File: src/rtl/game_period_sequencer.sv
// Game period sequencer: run/pause/buzz/break flow across regulation periods.
// Optional overtime periods are enabled with the OVERTIME_EN macro.
module game_period_sequencer #(
  parameter int BREAK_SEC = 120,
  parameter int HALF_SEC  = 600,
  parameter int BUZZ_SEC  = 2
) (
  input  logic       clk,
  input  logic       reset,
  input  logic       tick_1hz,
  input  logic       btn_go,
  input  logic       clock_zero,
  input  logic       score_tie,
  output logic       clock_run,
  output logic       clock_load,
  output logic       team_swap,
  output logic [2:0] period,
  output logic [2:0] state,
  output logic       buzzer,
  output logic [9:0] break_left
);

  // state   | meaning
  // S_IDLE  | waiting for btn_go to start the period
  // S_RUN   | game clock counting down
  // S_PAUSE | game clock stopped by btn_go
  // S_BUZZ  | end-of-period buzzer, BUZZ_SEC ticks
  // S_BREAK | inter-period or halftime break countdown
  // S_OVER  | game finished, only reset leaves
  typedef enum logic [2:0] {
    S_IDLE  = 3'd0,
    S_RUN   = 3'd1,
    S_PAUSE = 3'd2,
    S_BUZZ  = 3'd3,
    S_BREAK = 3'd4,
    S_OVER  = 3'd5
  } state_t;

  localparam int BUZZ_W = (BUZZ_SEC > 1) ? $clog2(BUZZ_SEC + 1) : 1;

  state_t            state_q, state_n;
  logic [2:0]        period_n;
  logic [9:0]        break_n;
  logic [BUZZ_W-1:0] buzz_cnt_q, buzz_cnt_n;
  logic              load_n, swap_n;
  logic              buzz_done;
  logic              break_done;

`ifndef OVERTIME_EN
  logic unused_score_tie;
  assign unused_score_tie = score_tie;
`endif

  assign buzz_done  = tick_1hz && (buzz_cnt_q <= BUZZ_W'(1));
  assign break_done = btn_go || (tick_1hz && (break_left <= 10'd1));
  assign state      = state_q;

  always_comb begin
    state_n    = state_q;
    period_n   = period;
    break_n    = break_left;
    buzz_cnt_n = buzz_cnt_q;
    load_n     = 1'b0;
    swap_n     = 1'b0;
    case (state_q)
      S_IDLE: begin
        if (btn_go) state_n = S_RUN;
      end
      S_RUN: begin
        if (clock_zero) begin
          state_n    = S_BUZZ;
          buzz_cnt_n = BUZZ_W'(BUZZ_SEC);
        end else if (btn_go) begin
          state_n = S_PAUSE;
        end
      end
      S_PAUSE: begin
        if (btn_go) state_n = S_RUN;
      end
      S_BUZZ: begin
        if (buzz_done) begin
          buzz_cnt_n = '0;
          if (period < 3'd4) begin
            state_n = S_BREAK;
            break_n = (period == 3'd2) ? 10'(HALF_SEC) : 10'(BREAK_SEC);
          end else begin
`ifdef OVERTIME_EN
            if (score_tie && (period < 3'd7)) begin
              state_n = S_BREAK;
              break_n = 10'(BREAK_SEC);
            end else begin
              state_n = S_OVER;
            end
`else
            state_n = S_OVER;
`endif
          end
        end else if (tick_1hz) begin
          buzz_cnt_n = buzz_cnt_q - BUZZ_W'(1);
        end
      end
      S_BREAK: begin
        // Skip and final tick share one exit path, so a coincident pair exits once.
        if (break_done) begin
          state_n  = S_IDLE;
          break_n  = '0;
          period_n = (period == 3'd7) ? 3'd7 : period + 3'd1;
          load_n   = 1'b1;
          swap_n   = (period == 3'd2);
        end else if (tick_1hz && (break_left != 10'd0)) begin
          break_n = break_left - 10'd1;
        end
      end
      S_OVER: begin
        state_n = S_OVER;
      end
      default: begin
        state_n = S_IDLE;
      end
    endcase
  end

  always_ff @(posedge clk or negedge reset) begin
    if (!reset) begin
      state_q    <= S_IDLE;
      period     <= 3'd1;
      break_left <= '0;
      buzz_cnt_q <= '0;
      clock_run  <= 1'b0;
      clock_load <= 1'b0;
      team_swap  <= 1'b0;
      buzzer     <= 1'b0;
    end else begin
      state_q    <= state_n;
      period     <= period_n;
      break_left <= break_n;
      buzz_cnt_q <= buzz_cnt_n;
      clock_run  <= (state_n == S_RUN);
      clock_load <= load_n;
      team_swap  <= swap_n;
      buzzer     <= (state_n == S_BUZZ);
    end
  end

endmodule

File: config.mk
export PLATFORM = sky130hd
export DESIGN_NAME = game_period_sequencer
export DESIGN_NICKNAME = d
export VERILOG_FILES = /design/src/rtl/game_period_sequencer.sv
export SDC_FILE = /design/constraint.sdc
export NUM_CORES = 1
export LEC_CHECK = 0
export ABC_AREA = 0
export CORE_ASPECT_RATIO = 1.2
export CORE_UTILIZATION = 55
export CTS_BUF_LIST = sky130_fd_sc_hd__clkbuf_16
export DETAILED_ROUTE_END_ITERATION = 8
export HOLD_SLACK_MARGIN = 0.02
export PLACE_DENSITY = 0.84
export RECOVER_POWER = 50
export SLEW_MARGIN = 10
export SYNTH_ARGS = -nofsm -noshare
export SYNTH_HDL_FRONTEND = slang
export SYNTH_SLANG_ARGS = --single-unit
File: constraint.sdc
create_clock -name clk -period 3 [get_ports clk]
set_input_delay 0.6 -clock clk [delete_from_list [all_inputs] [get_ports clk]]
set_output_delay 0.6 -clock clk [all_outputs]
set_load 0.01 [all_outputs]
==> metrics.txt, run 1 <==
# TYPE chip_impl_metric gauge
chip_impl_info{name="status",value="completed"} 1
chip_impl_metric{name="timing.critical_path.slowest_cell_delay",unit="ps"} 770
chip_impl_metric{name="synth.top_cell.area_share",unit="%"} 38.2
chip_impl_metric{name="post-cts-setup-buffers",unit=""} 0
chip_impl_metric{name="postRouteWirelength",unit="microns"} 3050
chip_impl_metric{name="first_pass_detailed_route_iteration_total",unit=""} 4
chip_impl_metric{name="async_reset_ff_share",unit="%"} 100
chip_impl_metric{name="grt.overflow.total",unit=""} 0
chip_impl_metric{name="gp_routability_congestion",unit=""} 0.885
chip_impl_metric{name="cap_violations",unit=""} 0
chip_impl_info{name="startpoint_type",value="primary input"} 1
chip_impl_metric{name="use_met2",unit="%"} 45.8
chip_impl_metric{name="layout-area-overhead-vs-synth",unit="%"} 25.7
chip_impl_metric{name="synth.net_count",unit=""} 159
chip_impl_metric{name="ir_worst_vdd",unit="uV"} 751
chip_impl_metric{name="grt.met1_usage",unit="%"} 32.0
chip_impl_metric{name="numClockSinks",unit=""} 22
chip_impl_metric{name="htree_levels",unit=""} 1
chip_impl_info{name="critical_path.slowest_cell",value="dlygate4sd3_1"} 1
chip_impl_metric{name="worst_skew_pair.late_latency",unit="ps"} 250
chip_impl_info{name="cell_accounting_for_the_most_synthesized_area",value="dfrtp_1"} 1
chip_impl_metric{name="parity_gate_share_of_the_synthesized_area_counting_xor_and_xnor_cells",unit="%"} 1.27
chip_impl_metric{name="placed_cell_area",unit="sq um"} 1630
chip_impl_info{name="setup_repair_after_global_routing_missed_its_margin",value="no"} 1
chip_impl_metric{name="post_cts_resize_count",unit=""} 0
chip_impl_metric{name="clk_pin_slew_worst_paths",unit="ps"} 60
chip_impl_metric{name="num_rows",unit=""} 19
chip_impl_metric{name="critical_path_required",unit="ps"} 3160
chip_impl_metric{name="finalMaxSlewViolations",unit=""} 0
chip_impl_metric{name="cts_buffers",unit=""} 3
chip_impl_metric{name="grt_start_max_net_pins",unit=""} 23
chip_impl_metric{name="final_nets",unit=""} 182
chip_impl_metric{name="post_drt_via_cell_ratio",unit=""} 6.07
chip_impl_metric{name="routed-via-count",unit=""} 1213
chip_impl_metric{name="worst-path-max-fanout",unit=""} 10
chip_impl_metric{name="clock_skew",unit="ps"} 2.31
chip_impl_metric{name="die_height",unit="microns"} 56.8
chip_impl_metric{name="timing.max_slew.rel_slack",unit="%"} 20.8
chip_impl_metric{name="post_synth_fa_ha_maj_area_fraction",unit="%"} 5.46
chip_impl_metric{name="power.density_cell_area",unit="nW/um^2"} 1020
chip_impl_metric{name="synth_edf_count",unit=""} 0
chip_impl_metric{name="dieArea",unit="sq um"} 2710
chip_impl_metric{name="floorplan.core_area",unit="sq um"} 2330
chip_impl_metric{name="yosysWarningCount",unit=""} 0
chip_impl_metric{name="max_clock_freq",unit="MHz"} 401
chip_impl_metric{name="synth.area.mux_share",unit="%"} 1.46
chip_impl_info{name="holdCritPathClass",value="flop to flop"} 1
chip_impl_metric{name="post_route_clock_period_utilization",unit="%"} 83.2
chip_impl_metric{name="grt_util_met3",unit="%"} 4.50
chip_impl_metric{name="num_io_pins",unit=""} 26
chip_impl_metric{name="post_synthesis_compound_gate_area_fraction",unit="%"} 22.8
chip_impl_metric{name="post_route_cells_drive_above_1_share",unit="%"} 10.1
chip_impl_metric{name="final_util",unit="%"} 74.2
chip_impl_info{name="synth_top_family_by_area",value="simple AND/OR/NAND/NOR gates"} 1
chip_impl_metric{name="start_util",unit="%"} 59.0
chip_impl_metric{name="timing.critical_path.arrival",unit="ps"} 2660
chip_impl_metric{name="n_antenna_cell",unit=""} 0
chip_impl_metric{name="syn_area",unit="sq um"} 1380
chip_impl_info{name="cell_family_with_most_cp_delay",value="compound AO/OA/AOI/OAI gates"} 1
chip_impl_info{name="cts_tree",value="done"} 1
chip_impl_metric{name="yosys_register_bits",unit=""} 22
chip_impl_metric{name="detailed_place_hpwl",unit="microns"} 2190
chip_impl_metric{name="tns",unit="ps"} 0
chip_impl_info{name="ctsRootBufferMaster",value="clkbuf_16"} 1
chip_impl_info{name="worst_setup_ep_type",value="flop"} 1
chip_impl_metric{name="die_width",unit="microns"} 47.6
chip_impl_info{name="crit_chain",value="dlygate4sd3_1, nand4_1, a22oi_2, o21ai_0, a22oi_1"} 1
chip_impl_metric{name="worst_path_buf_inv",unit=""} 1
chip_impl_info{name="grt_most_used_layer",value="met2"} 1
chip_impl_metric{name="finalSetupViolCount",unit=""} 0
chip_impl_metric{name="cts.hold.buffers_added",unit=""} 0
chip_impl_metric{name="timing_hold_violations_final",unit=""} 0
chip_impl_metric{name="synth_sequential_area_ratio",unit="%"} 40.1
chip_impl_metric{name="cts-root-to-sink-buffers",unit=""} 2
chip_impl_metric{name="grt_antenna_before_repair",unit=""} 0
chip_impl_metric{name="grt_pass1_vias",unit=""} 1175
chip_impl_info{name="start_to_end_type_of_the_worst_setup_path",value="primary input to flop"} 1
chip_impl_metric{name="grt_pass1_wl",unit="microns"} 5230
chip_impl_metric{name="drcViolationCount",unit=""} 0
chip_impl_metric{name="globalRouteTotalUtil",unit="%"} 26.5
chip_impl_metric{name="finalHoldWorstSlack",unit="ps"} 569
chip_impl_metric{name="count_of_input_and_output_buffers",unit=""} 24
chip_impl_metric{name="static-leakage-power",unit="nW"} 0.744
chip_impl_metric{name="synth_cell_types",unit=""} 45
chip_impl_metric{name="1st_iter_drt_viols",unit=""} 22
chip_impl_info{name="synthTopCellsByArea",value="dfrtp_1, ha_1, nor2_1, a21oi_1, nand2b_1"} 1
chip_impl_metric{name="layout.cell_area.non_filler",unit="sq um"} 1730
chip_impl_metric{name="postSynthCellCount",unit=""} 147
chip_impl_metric{name="wl_per_cell",unit="microns"} 15.2
chip_impl_metric{name="final.min_clock_period",unit="ps"} 2500
chip_impl_metric{name="worst-slew-pin-transition",unit="ps"} 1190
chip_impl_info{name="ys_dominant_reg_cell",value="dfrtp_1"} 1
chip_impl_metric{name="post_synth_and_or_nand_nor_area_fraction",unit="%"} 24.4
chip_impl_metric{name="route.antenna.remaining_nets",unit=""} 0
chip_impl_metric{name="syn-mean-instance-area",unit="sq um"} 9.35
## sequential cells by signal (all words and copies together), names as in the netlist
| signal | flops |
|---|---|
| break_left | 10 |
| period | 3 |
| state | 3 |
| buzz_cnt_q | 2 |
| buzzer | 1 |
| clock_load | 1 |
| clock_run | 1 |
| team_swap | 1 |
## path summary, 6_finish.rpt
kind	end	startpoint	slack, ps	cells after the start
setup / recovery	break_left[3]	tick_1hz	500	5
hold / removal	period[0]	period[0]	570	1
setup reg to reg	break_left[3]	break_left[0]	760	7
hold reg to reg	period[0]	period[0]	570	1
max in group asynchronous	break_left[6]	reset	1190	2
min in group asynchronous	buzz_cnt_q[0]	reset	1110	2
## layout by cell type, fill, tap and decap left out, drive strengths merged, types with 3 or more instances in the layout
master         count
dfrtp             21
nor2b              4
dlygate4sd3       10
o21a               3
or4                3
ha                 6
nand3              3
a21oi             11
nand2b             6
clkbuf             4
nand2              9
o21ai              6
a31o               4
and2               3
inv                7
clkdlybuf4s50     14
nor2              15
nor3               3
## metrics by stage
| stage | worst slack [ps] | instances | power [mW] |
|---|---|---|---|
| after global routing | 309 | 200 | 1.90 |
| final | 504 | 200 | 1.76 |
| after detailed placement | 390 | 196 | 1.40 |
| after global placement | 419 | 196 | 1.36 |
| after floorplan | 976 | 147 | 1.08 |
| after CTS | 634 | 200 | 1.77 |
## synth_stat cells (3+ instances only)
library cell	count
buf_2	4
a31o_2	3
and2_1	3
dfrtp_1	21
inv_1	7
a21oi_1	11
nand2b_1	6
nor2_1	15
o21ai_0	6
nor2b_1	4
nor3_1	3
nand2_1	9
nand3_1	3
o21a_1	3
ha_1	6
## cell type report
class | instances | area, sq um
Tap cell | 31 | 38.8
Fill cell | 175 | 602
Inverter | 7 | 26.3
Sequential cell | 22 | 552
Clock buffer | 3 | 75.1
Multi-Input combinational cell | 111 | 762
Timing Repair Buffer | 25 | 244
Clock inverter | 1 | 30.0
## where the power goes
part | total, mW | switching [mW] | internal (mW)
clock | 0.370 | 0.106 | 0.265
combinational | 0.806 | 0.404 | 0.402
sequential | 0.582 | 0.169 | 0.413
## routing by layer
metal,up-vias,wire length (microns)
met5,-,0
li1,583,-
met3,5,119
met2,36,1600
met1,589,1290
met4,0,37
## worst register-to-register path, stage by stage, from the launching register on
cell and delay, ps:
dfrtp_1 470, inv_1 120, ha_1 300, or2_2 320
o41ai_1 430, a22oi_2 220, o21ai_0 130, a22oi_1 100
## cells by family after synthesis
| family | after synthesis |
|---|---|
| buffers and inverters | 14 |
| flip-flops | 22 |
| multiplexers | 2 |
| AND/OR/NAND/NOR | 59 |
| AO/OA/AOI/OAI | 42 |
| XOR/XNOR | 2 |
| adder cells (fa/ha/maj) | 6 |
No activity file was read; power rests on OpenSTA's default activity.
==> inputs of run 2 (changes only) <==
--- a/config.mk
+++ b/config.mk
@@ -7,11 +7,11 @@
 export LEC_CHECK = 0
 export ABC_AREA = 0
 export CORE_ASPECT_RATIO = 1.2
-export CORE_UTILIZATION = 55
+export CORE_UTILIZATION = 46
 export CTS_BUF_LIST = sky130_fd_sc_hd__clkbuf_16
 export DETAILED_ROUTE_END_ITERATION = 8
 export HOLD_SLACK_MARGIN = 0.02
-export PLACE_DENSITY = 0.84
+export PLACE_DENSITY = 0.75
 export RECOVER_POWER = 50
 export SLEW_MARGIN = 10
 export SYNTH_ARGS = -nofsm -noshare
==> constraint.sdc (replaced) <==
create_clock -name clk -period 2.1 [get_ports clk]
set_input_delay 0.42 -clock clk [delete_from_list [all_inputs] [get_ports clk]]
set_output_delay 0.42 -clock clk [all_outputs]
set_load 0.01 [all_outputs]
==> run 2 against run 1 <==
Design area rose by 12%. Cell count increased by 13%. Total power rose by 58%. Worst setup slack worse by 450 ps. Worst hold slack improved by 7.0 ps. Flip-flop and latch count unchanged. First-iteration DRC count increased by 36%.
==> metrics.txt, run 2 (synthesis gave the netlist of run 1 again) <==
# TYPE chip_impl_metric gauge
chip_impl_metric{name="worst_skew_pair.late_latency",unit="ps"} 260
chip_impl_info{name="setup_repair_after_global_routing_missed_its_margin",value="yes"} 1
chip_impl_metric{name="cap_violations",unit=""} 0
chip_impl_metric{name="critical_path_required",unit="ps"} 2240
chip_impl_metric{name="worst_r2r_path_depth",unit=""} 5
chip_impl_info{name="min_to",value="buzz_cnt_q[0]"} 1
chip_impl_metric{name="postRouteWirelength",unit="microns"} 3250
chip_impl_metric{name="1st_iter_drt_viols",unit=""} 30
chip_impl_metric{name="cts.hold.buffers_added",unit=""} 0
chip_impl_metric{name="htree_levels",unit=""} 1
chip_impl_metric{name="largest_reg_flops",unit=""} 10
chip_impl_metric{name="gp_routability_congestion",unit=""} 0.843
chip_impl_metric{name="wl_per_cell",unit="microns"} 14.4
chip_impl_info{name="r2r_end",value="break_left[5]"} 1
chip_impl_metric{name="timing_hold_violations_final",unit=""} 0
chip_impl_info{name="layout.cells.most_common",value="buf_4"} 1
chip_impl_metric{name="layout-area-overhead-vs-synth",unit="%"} 40.3
chip_impl_metric{name="post_drt_via_cell_ratio",unit=""} 5.76
chip_impl_info{name="critical_path.slowest_cell",value="or4_4"} 1
chip_impl_metric{name="max_clock_freq",unit="MHz"} 490
chip_impl_metric{name="globalRouteTotalUtil",unit="%"} 23.3
chip_impl_metric{name="dp.cells",unit=""} 219
chip_impl_metric{name="drcViolationCount",unit=""} 0
chip_impl_metric{name="route.antenna.remaining_nets",unit=""} 0
chip_impl_metric{name="numClockSinks",unit=""} 22
chip_impl_metric{name="routed-via-count",unit=""} 1297
chip_impl_info{name="holdCritPathClass",value="flop to flop"} 1
chip_impl_info{name="crit_chain",value="or4_4, nor4_4, nand2b_1, nand2_1, a32o_1"} 1
chip_impl_metric{name="ir_worst_vdd",unit="uV"} 1090
chip_impl_metric{name="start_util",unit="%"} 48.9
chip_impl_metric{name="hold-path-cell-count",unit=""} 1
chip_impl_metric{name="cts-root-to-sink-buffers",unit=""} 2
chip_impl_metric{name="power",unit="mW"} 2.77
chip_impl_metric{name="static-leakage-power",unit="nW"} 0.858
chip_impl_metric{name="dp_worst_slack",unit="ps"} -187
chip_impl_metric{name="worst-slew-pin-transition",unit="ps"} 1180
chip_impl_metric{name="finalMaxSlewViolations",unit=""} 0
chip_impl_metric{name="post_route_clock_period_utilization",unit="%"} 97.2
chip_impl_metric{name="die_height",unit="microns"} 61.9
chip_impl_metric{name="final_util",unit="%"} 68.6
chip_impl_metric{name="finalHoldWorstSlack",unit="ps"} 576
chip_impl_metric{name="n_antenna_cell",unit=""} 0
chip_impl_metric{name="reg2reg_slack",unit="ps"} 60
chip_impl_info{name="reg2reg_from",value="break_left[2]"} 1
chip_impl_metric{name="final.min_clock_period",unit="ps"} 2040
chip_impl_metric{name="die_width",unit="microns"} 51.9
chip_impl_metric{name="detailed_place_hpwl",unit="microns"} 2410
chip_impl_metric{name="timing.max_slew.rel_slack",unit="%"} 21.4
chip_impl_metric{name="timing.critical_path.slowest_cell_delay",unit="ps"} 600
chip_impl_info{name="worst_hold_startpoint",value="buzz_cnt_q[0]"} 1
chip_impl_metric{name="dieArea",unit="sq um"} 3210
chip_impl_metric{name="first_pass_detailed_route_iteration_total",unit=""} 4
chip_impl_metric{name="post_route_cells_drive_above_1_share",unit="%"} 22.0
chip_impl_metric{name="worst-path-max-fanout",unit=""} 5
chip_impl_metric{name="cts_buffers",unit=""} 3
chip_impl_info{name="cts_tree",value="done"} 1
chip_impl_metric{name="num_io_pins",unit=""} 26
chip_impl_info{name="status",value="completed"} 1
chip_impl_metric{name="finalWorstSetupSlack",unit="ps"} 58.3
chip_impl_metric{name="power.density_cell_area",unit="nW/um^2"} 1440
chip_impl_info{name="start_to_end_type_of_the_worst_setup_path",value="flop to flop"} 1
chip_impl_metric{name="floorplan.core_area",unit="sq um"} 2810
chip_impl_metric{name="grt_antenna_before_repair",unit=""} 0
chip_impl_metric{name="num_rows",unit=""} 21
chip_impl_info{name="most_frequent_cells_in_the_layout",value="buf_4, dfrtp_1, clkdlybuf4s50_1"} 1
chip_impl_metric{name="clk_pin_slew_worst_paths",unit="ps"} 60
chip_impl_metric{name="grt.overflow.total",unit=""} 0
chip_impl_metric{name="final-instance-count-excl-fill",unit=""} 225
chip_impl_metric{name="clock_skew",unit="ps"} 2.78
chip_impl_info{name="ctsRootBufferMaster",value="clkbuf_16"} 1
chip_impl_metric{name="grt_pass1_vias",unit=""} 1216
chip_impl_info{name="startpoint_type",value="flop"} 1
chip_impl_metric{name="grt_start_max_net_pins",unit=""} 23
chip_impl_metric{name="grt_pass1_wl",unit="microns"} 5420
chip_impl_metric{name="final_nets",unit=""} 204
chip_impl_metric{name="timing.critical_path.arrival",unit="ps"} 2190
chip_impl_metric{name="finalSetupViolCount",unit=""} 0
chip_impl_info{name="max_flop_register",value="break_left"} 1
chip_impl_metric{name="count_of_input_and_output_buffers",unit=""} 24
chip_impl_info{name="worst_setup_ep_type",value="flop"} 1
## run 2: final cells by class
class / count / area, sq um
clock buffers: 3 / 75.1
fillers: 225 / 882
repair buffers: 47 / 409
inverters: 7 / 26.3
well taps: 34 / 42.5
multi-input cells: 111 / 795
clock inverters: 1 / 30.0
flip-flops and latches: 22 / 552
## run 2: metal layers
layer  vias to the layer above  share of wire, %  global-route usage, %
met2                        42                52                   43.6
met5                         -                 0                      0
met4                         0               1.7                   12.0
li1                        628                 -                      -
met1                       623                42                   25.9
met3                         4               4.6                   2.92
## run 2: how the worst max path moves through the flow
stage | from | end | slack [ps]
6_report | break_left[2] | break_left[5] | 60
2_1_floorplan | break_left[0] | break_left[5] | 80
5_1_grt | break_left[2] | break_left[5] | -20
3_3_place_gp | tick_1hz | buzzer | -120
4_1_cts | break_left[0] | break_left[6] | 9
3_5_place_dp | tick_1hz | buzzer | -190
## run 2: report_power, final
part | total, mW | leakage [nW] | internal, mW | switching (mW)
clock network | 0.532 | 0.0511 | 0.378 | 0.153
registers | 0.725 | 0.271 | 0.591 | 0.134
logic | 1.52 | 0.536 | 0.760 | 0.757
## run 2: through the flow
| stage | cell area (sq um) | TNS, ps |
|---|---|---|
| after floorplan | 1380 | 0 |
| after global placement | 1780 | -542 |
| after detailed placement | 1780 | -1260 |
| after CTS | 1890 | 0 |
| after global routing | 1930 | -16.6 |
| final | 1930 | 0 |
## run 2: repair_timing
item                                    CTS  global route
pin swaps                                 0             4
buffers inserted                          0             2
endpoints found under the setup margin    1             7
resized for setup                         1             4
cloned                                    0             0
## run 2: critical path, delay by kind of cell, from the launching register on
family,cells,cell delay (ps)
AOI/OAI and AO/OA,1,240
DFF,1,380
and+or+nand+nor,4,1300
==> inputs of run 3 (changes only) <==
--- a/config.mk
+++ b/config.mk
@@ -9,6 +9,8 @@
 export CORE_ASPECT_RATIO = 1.2
 export CORE_UTILIZATION = 46
 export CTS_BUF_LIST = sky130_fd_sc_hd__clkbuf_16
+export CTS_CLUSTER_DIAMETER = 150
+export CTS_CLUSTER_SIZE = 28
 export DETAILED_ROUTE_END_ITERATION = 8
 export HOLD_SLACK_MARGIN = 0.02
 export PLACE_DENSITY = 0.75
==> results of run 3 <==
Same layout as run 2: the final DEF is identical, and so are final timing and power.
